--- config.mk ---
export PLATFORM = sky130hd
export DESIGN_NAME = intr_sched
export DESIGN_NICKNAME = d
export VERILOG_FILES = /design/src/rtl/intr_sched.sv
export SDC_FILE = /design/constraint.sdc
export NUM_CORES = 1
export LEC_CHECK = 0
export ABC_AREA = 1
export ABC_CLOCK_PERIOD_IN_PS = 1500
export CORE_AREA = 3 3 65 67
export CTS_CLUSTER_SIZE = 10
export DETAILED_ROUTE_END_ITERATION = 8
export DIE_AREA = 0 0 68 70
export GPL_TIMING_DRIVEN = 0
export PLACE_DENSITY = 0.69
export SLEW_MARGIN = 20
export SYNTH_ARGS = -nofsm -noshare
export SYNTH_HDL_FRONTEND = slang
export SYNTH_SLANG_ARGS = --single-unit
--- constraint.sdc ---
create_clock -name clk -period 1.5 [get_ports clk]
set_input_delay 0.15 -clock clk [delete_from_list [all_inputs] [get_ports clk]]
set_output_delay 0.15 -clock clk [all_outputs]
set_load 0.02 [all_outputs]
--- src/rtl/intr_sched.sv ---
// Interrupt controller/scheduler: latches peripheral event pulses, masks them with the
// W_INTR configuration, and hands one fixed-priority request at a time to the CPU.
module intr_sched #(
    parameter int N_SRC  = 4,
    parameter int ID_W   = 2,
    parameter int LOST_W = 8
) (
    input  logic              clk,
    input  logic              reset,
    input  logic [N_SRC-1:0]  src_pulse,
    input  logic              w_intr_en,
    input  logic [31:0]       w_intr_data,
    input  logic              iret,
    input  logic              intr_ack,
    output logic              intr_req,
    output logic [ID_W-1:0]   intr_id,
    output logic              in_service,
    output logic [N_SRC-1:0]  cfg_mask,
    output logic              cfg_gie,
    output logic [N_SRC-1:0]  pending,
    output logic [LOST_W-1:0] lost_cnt,
    output logic              spurious_iret
);

    typedef enum logic [1:0] {IDLE, REQ, SERVICE} state_t;

    state_t             state, state_nxt;
    logic               req_nxt, svc_nxt, lost_evt;
    logic [ID_W-1:0]    id_nxt;
    logic [N_SRC-1:0]   eligible, clr, pending_nxt;
    logic               unused_w_intr_bits;

    assign unused_w_intr_bits = ^w_intr_data[30:N_SRC];

    // Lowest set index wins: index 0 is the highest priority source.
    function automatic logic [ID_W-1:0] first_set(input logic [N_SRC-1:0] v);
        logic [ID_W-1:0] r;
        r = '0;
        for (int i = N_SRC - 1; i >= 0; i--) begin
            if (v[i]) r = ID_W'(i);
        end
        return r;
    endfunction

    function automatic logic [LOST_W-1:0] sat_inc(input logic [LOST_W-1:0] v);
        return (&v) ? v : v + 1'b1;
    endfunction

    assign eligible = cfg_gie ? (pending & cfg_mask) : '0;

    always_comb begin
        state_nxt = state;
        req_nxt   = intr_req;
        id_nxt    = intr_id;
        svc_nxt   = in_service;
        clr       = '0;
        case (state)
            IDLE: begin
                if (|eligible) begin
                    state_nxt = REQ;
                    req_nxt   = 1'b1;
                    id_nxt    = first_set(eligible);
                end
            end
            REQ: begin
                // Ack beats a simultaneous withdrawal; the id stays frozen while requesting.
                if (intr_ack) begin
                    clr[intr_id] = 1'b1;
                    state_nxt    = SERVICE;
                    req_nxt      = 1'b0;
                    svc_nxt      = 1'b1;
                end else if (!(cfg_gie && cfg_mask[intr_id])) begin
                    state_nxt = IDLE;
                    req_nxt   = 1'b0;
                end
            end
            SERVICE: begin
                if (iret) begin
                    state_nxt = IDLE;
                    svc_nxt   = 1'b0;
                end
            end
            default: begin
                state_nxt = IDLE;
                req_nxt   = 1'b0;
                svc_nxt   = 1'b0;
            end
        endcase
        // A fresh event on the bit being acknowledged survives the clear.
        pending_nxt = (pending & ~clr) | src_pulse;
        lost_evt    = |(src_pulse & pending & ~clr);
    end

    always_ff @(posedge clk) begin
        if (reset) begin
            state         <= IDLE;
            intr_req      <= 1'b0;
            intr_id       <= '0;
            in_service    <= 1'b0;
            cfg_mask      <= '0;
            cfg_gie       <= 1'b0;
            pending       <= '0;
            lost_cnt      <= '0;
            spurious_iret <= 1'b0;
        end else begin
            state      <= state_nxt;
            intr_req   <= req_nxt;
            intr_id    <= id_nxt;
            in_service <= svc_nxt;
            pending    <= pending_nxt;
            if (lost_evt) lost_cnt <= sat_inc(lost_cnt);
            if (iret && (state != SERVICE)) spurious_iret <= 1'b1;
            if (w_intr_en) begin
                cfg_mask <= w_intr_data[N_SRC-1:0];
                cfg_gie  <= w_intr_data[31];
            end
        end
    end

endmodule

After elaboration in Yosys (flattened, before gate mapping)
Cells that the tools add are included.

Register bits after elaboration: 24. Input port bits: 41. Output and inout port bits: 22. Word-level logic and storage cells: 63.

Add/subtract/negate cells: 1. Order comparisons: 2. Equal/unequal tests: 7. Multiplexer cells: 23. Bitwise operators: 9. Reduce and logical (&&, ||, !) cells: 12.

Operators with widths (count): 4-bit AND (4); 2-bit two-way mux (8); 4-bit two-way mux (3); 3-bit AND reduction (3); 8-bit by 1-bit adder with 8-bit output, second input constant (1); 2-bit != test, second input constant (4); 8-bit AND reduction (1); 4-bit OR reduction (2); 1-bit two-way mux (7); 1-bit one-hot mux with 3 select lines (2); 2-bit one-hot mux with 3 select lines (1); 4-bit inverter (1); 4-bit bitwise OR (1); 2-bit AND reduction (2); 1-bit logical AND (3); 2-bit by 3-bit less-than comparator with 1-bit output, second input constant (1); 3-bit != test, second input constant (1); 1-bit inverter (3); 1-bit binary-select mux with 2-bit select (1); 1-bit demux with 2-bit select (1); 2-bit by 1-bit equality test with 1-bit output, second input constant (1); 2-bit equality test, second input constant (1); 2-bit by 1-bit greater-or-equal comparator with 1-bit output, second input constant (1); 2-bit logical NOT (1).

Longest topological paths before layout
Word-level depth: 10. Depth in mapped cells: 11. Depth with buffers taken out: 10.

Worst setup path before layout
No wires, ideal clock.

Path type: reg-to-reg. Start: reg lost_cnt[0]. End: reg lost_cnt[4]. Setup time: 0.115 ns. Arrival time: 1.399 ns. Required time: 1.385 ns. Setup slack: -0.014 ns. Cell stages (with the launch flop): 9. Path buffers: 0. Period minus slack after synthesis: 1.514 ns. Cells stage by stage: dfxtp_1 -> ha_1 -> nand2_1 -> nor3_2 -> nand2_1 -> nand2_1 -> inv_1 -> a21oi_1 -> nor2_1.

Cells in the longest elaborated chain, start to end: 3. Elaborated cells on any way between the ends: 4. Classes of those cells: add/sub: 1; bitwise: 1; reduce/logical: 2.

Ends and longest elaborated chain: start: declaration (line 21) `output logic [LOST_W-1:0] lost_cnt,`; start signal: assignment (line 111) `if (lost_evt) lost_cnt <= sat_inc(lost_cnt);`; parallel branches: the longest is 3 deep, another holds 8-bit by 1-bit adder with 8-bit output.

Several ways; the timed one is not identified. A chain may end at the register's enable or synchronous reset.

Final worst setup path
Start: reg pending[2]. End: out pending[2].

RTL lines: start: declaration (line 20) `output logic [N_SRC-1:0] pending,`; start signal: assignment (line 110) `pending <= pending_nxt;`.

No word-level cell between the ends.

==> metrics.txt <==
crit start category=flip-flop; routability congestion estimate=0.8247; via density per instance=~4.6; Worst slew margin=a little under three quarters; wire length per cell=about 11 um; Hold Path Cell Cnt=4; Reg clk slew, reported paths=90 ps; vias in the first global route=approximately 1,200; Seq/Total Area, Yosys=37.87%; VDD IR max=407.6 uV; drt pass-1 iters=4; cell with the most instances after synthesis=nand2_1; FMAX=a little under 0.7 GHz; Crit Reg-Reg Endpoint=lost_cnt[6]; Worst Hold Path EP=pending[0]; worst reg2reg setup slack=about 140 ps; root buffer cell=clkbuf_8; buffer and inverter count on the worst path=1; Setup CP Type=flip-flop to output port; crit path max fanout=5; hold_sp=intr_ack; max cap viols=0; Overflow after GRT=0; max-slew violation count=0; Most used DFF post-synth=dfxtp_1; Tcrit/Tclk final=roughly 98%; synthesis-to-finish area growth=43.39%; n_diodes=0; FF+latch count, synth=24; DRC=0; fraction of registers with async set or reset after synthesis=0%; worst hold path class=input port to flip-flop; Placement Cell Area=approximately 1700 sq um; Data arrival, critical path=around 1300 ps; die footprint=about 4800 sq um; via count=roughly 1,300; # placed instances=274; CP endpoint kind=output port; HPWL after DPL=2.280 mm; DR iter-0 viols=between 60 and 70; Unique masters post-synth=23; core footprint=3689 sq um; fraction of layout cells with a size suffix above 1=about 17%; Ports=between 60 and 70; clk_skew=5.186 ps; syn avg cell area=6.642 sq um; # clock sinks=24; CP peak stage delay=about 640 ps; mapped cell area=between 1000 and 1500 sq um; Setup TNS=0 ps; Hold-fix buffers, CTS=0; first-pass GRT wire length=5.175 mm; WHS=between 300 and 400 ps; initial antenna violation count=0; top cell type by total area after synthesis=dfxtp_1; Mapped Nets=about 230; Die X=68 um; CP Cell Sequence=clkdlybuf4s50_1; TritonCTS Buffers=3; fin nets=roughly 280; status=complete, no violations; post-route ant nets=0; Max Root-Sink Buffers=2; TritonCTS clock tree=done; number of setup violations in the final report=0; GRT Total Usage=between 10% and 20%; Final min period=roughly 1500 ps; Clk Latency, worst-skew pair=~270 ps; Synthesis Warnings=0; Die Y=~70 um; origin of the critical flop-to-flop path=state[1]; RSZ-0062 raised after global routing=yes; CP top delay family=buffers and inverters; dpl ws=-267.6 ps; Worst R2R Path Depth=9; I/O Buffers=35; largest net degree at the start of global routing=14; Post-synth EDFFs=0; Worst Path Required=around 1400 ps; most frequent cells after synthesis=37 x nand2_1, 34 x nor2_1, 26 x inv_1, 24 x dfxtp_1, 17 x a21oi_1; CTS H-tree lvls=1; Starting Density=34.40%; floorplan row count=22; synth top area cells=dfxtp_1 38%, nand2_1 11%, nor2_1 10%; Leakage=~0.86 nW; final std cells w/o fill=around 280; Final Hold Fails=0; Routed WL=3.079 mm; Tightest Pin Transition=around 430 ps; cell count after synthesis=roughly 190; pwr/cell area=between 700 and 800 nW/um^2; design area=between 1500 and 2000 sq um; share of the synthesized area in the top cell type=37.87%; CP max-delay cell=clkdlybuf4s50_1; final worst setup slack=30.12 ps
[power by group]
group / internal (W) / switching (W) / leakage, nW / total (W)
Combinational: 0.000132 / 0.000145 / 0.627 / 0.000277
Clock: 0.000234 / 0.000208 / 0.0288 / 0.000442
Sequential: 0.000667 / 0.0000385 / 0.201 / 0.000705
[area by class of cell]
class                           instances  area (sq um)
Fill cell                             378          1869
Multi-Input combinational cell        136         695.7
Sequential cell                        24         496.7
Timing Repair Buffer                   38         384.1
Inverter                               28         105.1
Tap cell                               48         60.06
Clock buffer                            4         55.05
Buffer                                  3         22.52
[registers in the layout, summed over array words and instances (netlist names)]
name,count
state,2
intr_id,2
pending,4
spurious_iret,1
lost_cnt,8
cfg_gie,1
cfg_mask,4
in_service,1
intr_req,1
[how the worst max path moves through the flow]
| stage | startpoint | to | slack, ps | cells past startpoint |
|---|---|---|---|---|
| floorplan | lost_cnt[1] | lost_cnt[4] | 2 | 8 |
| global placement | intr_ack | lost_cnt[4] | -260 | 9 |
| detailed placement | intr_ack | lost_cnt[6] | -270 | 9 |
| CTS | lost_cnt[6] | lost_cnt[6] | 4 | 1 |
| global route | lost_cnt[0] | lost_cnt[4] | -20 | 8 |
| finish | pending[2] | pending[2] | 30 | 1 |
[placed cells by master (no fill, tap or decap)]
| cell | synthesis | final |
|---|---|---|
| o21bai_2 | 1 | 1 |
| dfxtp_4 | 0 | 3 |
| buf_6 | 1 | 1 |
| a21oi_1 | 17 | 17 |
| nor2_4 | 0 | 2 |
| nor2_2 | 4 | 4 |
| nor2_1 | 34 | 32 |
| nor3_2 | 1 | 1 |
| clkdlybuf4s50_1 | 0 | 26 |
| dlygate4sd2_1 | 0 | 3 |
| a21oi_2 | 1 | 1 |
| clkbuf_8 | 0 | 4 |
| inv_2 | 2 | 2 |
| o21bai_1 | 2 | 2 |
| or2_2 | 1 | 1 |
| inv_1 | 26 | 26 |
| nand2_1 | 37 | 35 |
| dfxtp_2 | 0 | 4 |
| clkbuf_1 | 1 | 1 |
| o21ai_0 | 11 | 11 |
| dlymetal6s2s_1 | 0 | 6 |
| ha_2 | 0 | 1 |
| nand2_2 | 1 | 3 |
| nand3_1 | 16 | 15 |
| nor3_1 | 1 | 1 |
| nand3_4 | 0 | 1 |
| nand3_2 | 6 | 6 |
| a211oi_1 | 1 | 1 |
| dfxtp_1 | 24 | 17 |
| nand4_1 | 1 | 1 |
| buf_4 | 1 | 4 |
[logic make-up (layout without fill, tap and decap cells)]
kind of cell	after synthesis	in the layout	share of synthesized area, %
simple gates	102	102	36.69
flops	24	24	37.87
compound gates	33	33	14.40
buf+inv	31	73	10.06
fa+ha+maj	1	1	0.9860
[metal layers]
metal  up-vias  wire, um  GRT usage (%)  share of wire, %
met5         -         0              0                 0
li1        694         -              -                 -
met4         0        53          4.636               1.7
met1       569      1490          19.02                48
met2        37      1342          20.77                44
met3         5       193          3.215               6.3
[repair_timing]
| action | CTS | global route |
|---|---|---|
| resized for setup | 4 | 23 |
| endpoints found under the setup margin | 5 | 15 |
| pin swaps | 1 | 3 |
| setup buffers | 1 | 2 |
[per-stage QoR]
| step | power, W | util, % |
|---|---|---|
| 3_3_place_gp | 0.0009933 | 45.56 |
| 5_1_grt | 0.001492 | 49.32 |
| 3_5_place_dp | 0.0009946 | 45.56 |
| 6_report | 0.001425 | 49.32 |
| 4_1_cts | 0.001439 | 47.18 |
| 2_1_floorplan | 0.0008664 | - |
Power figures use the tool's default switching activity.
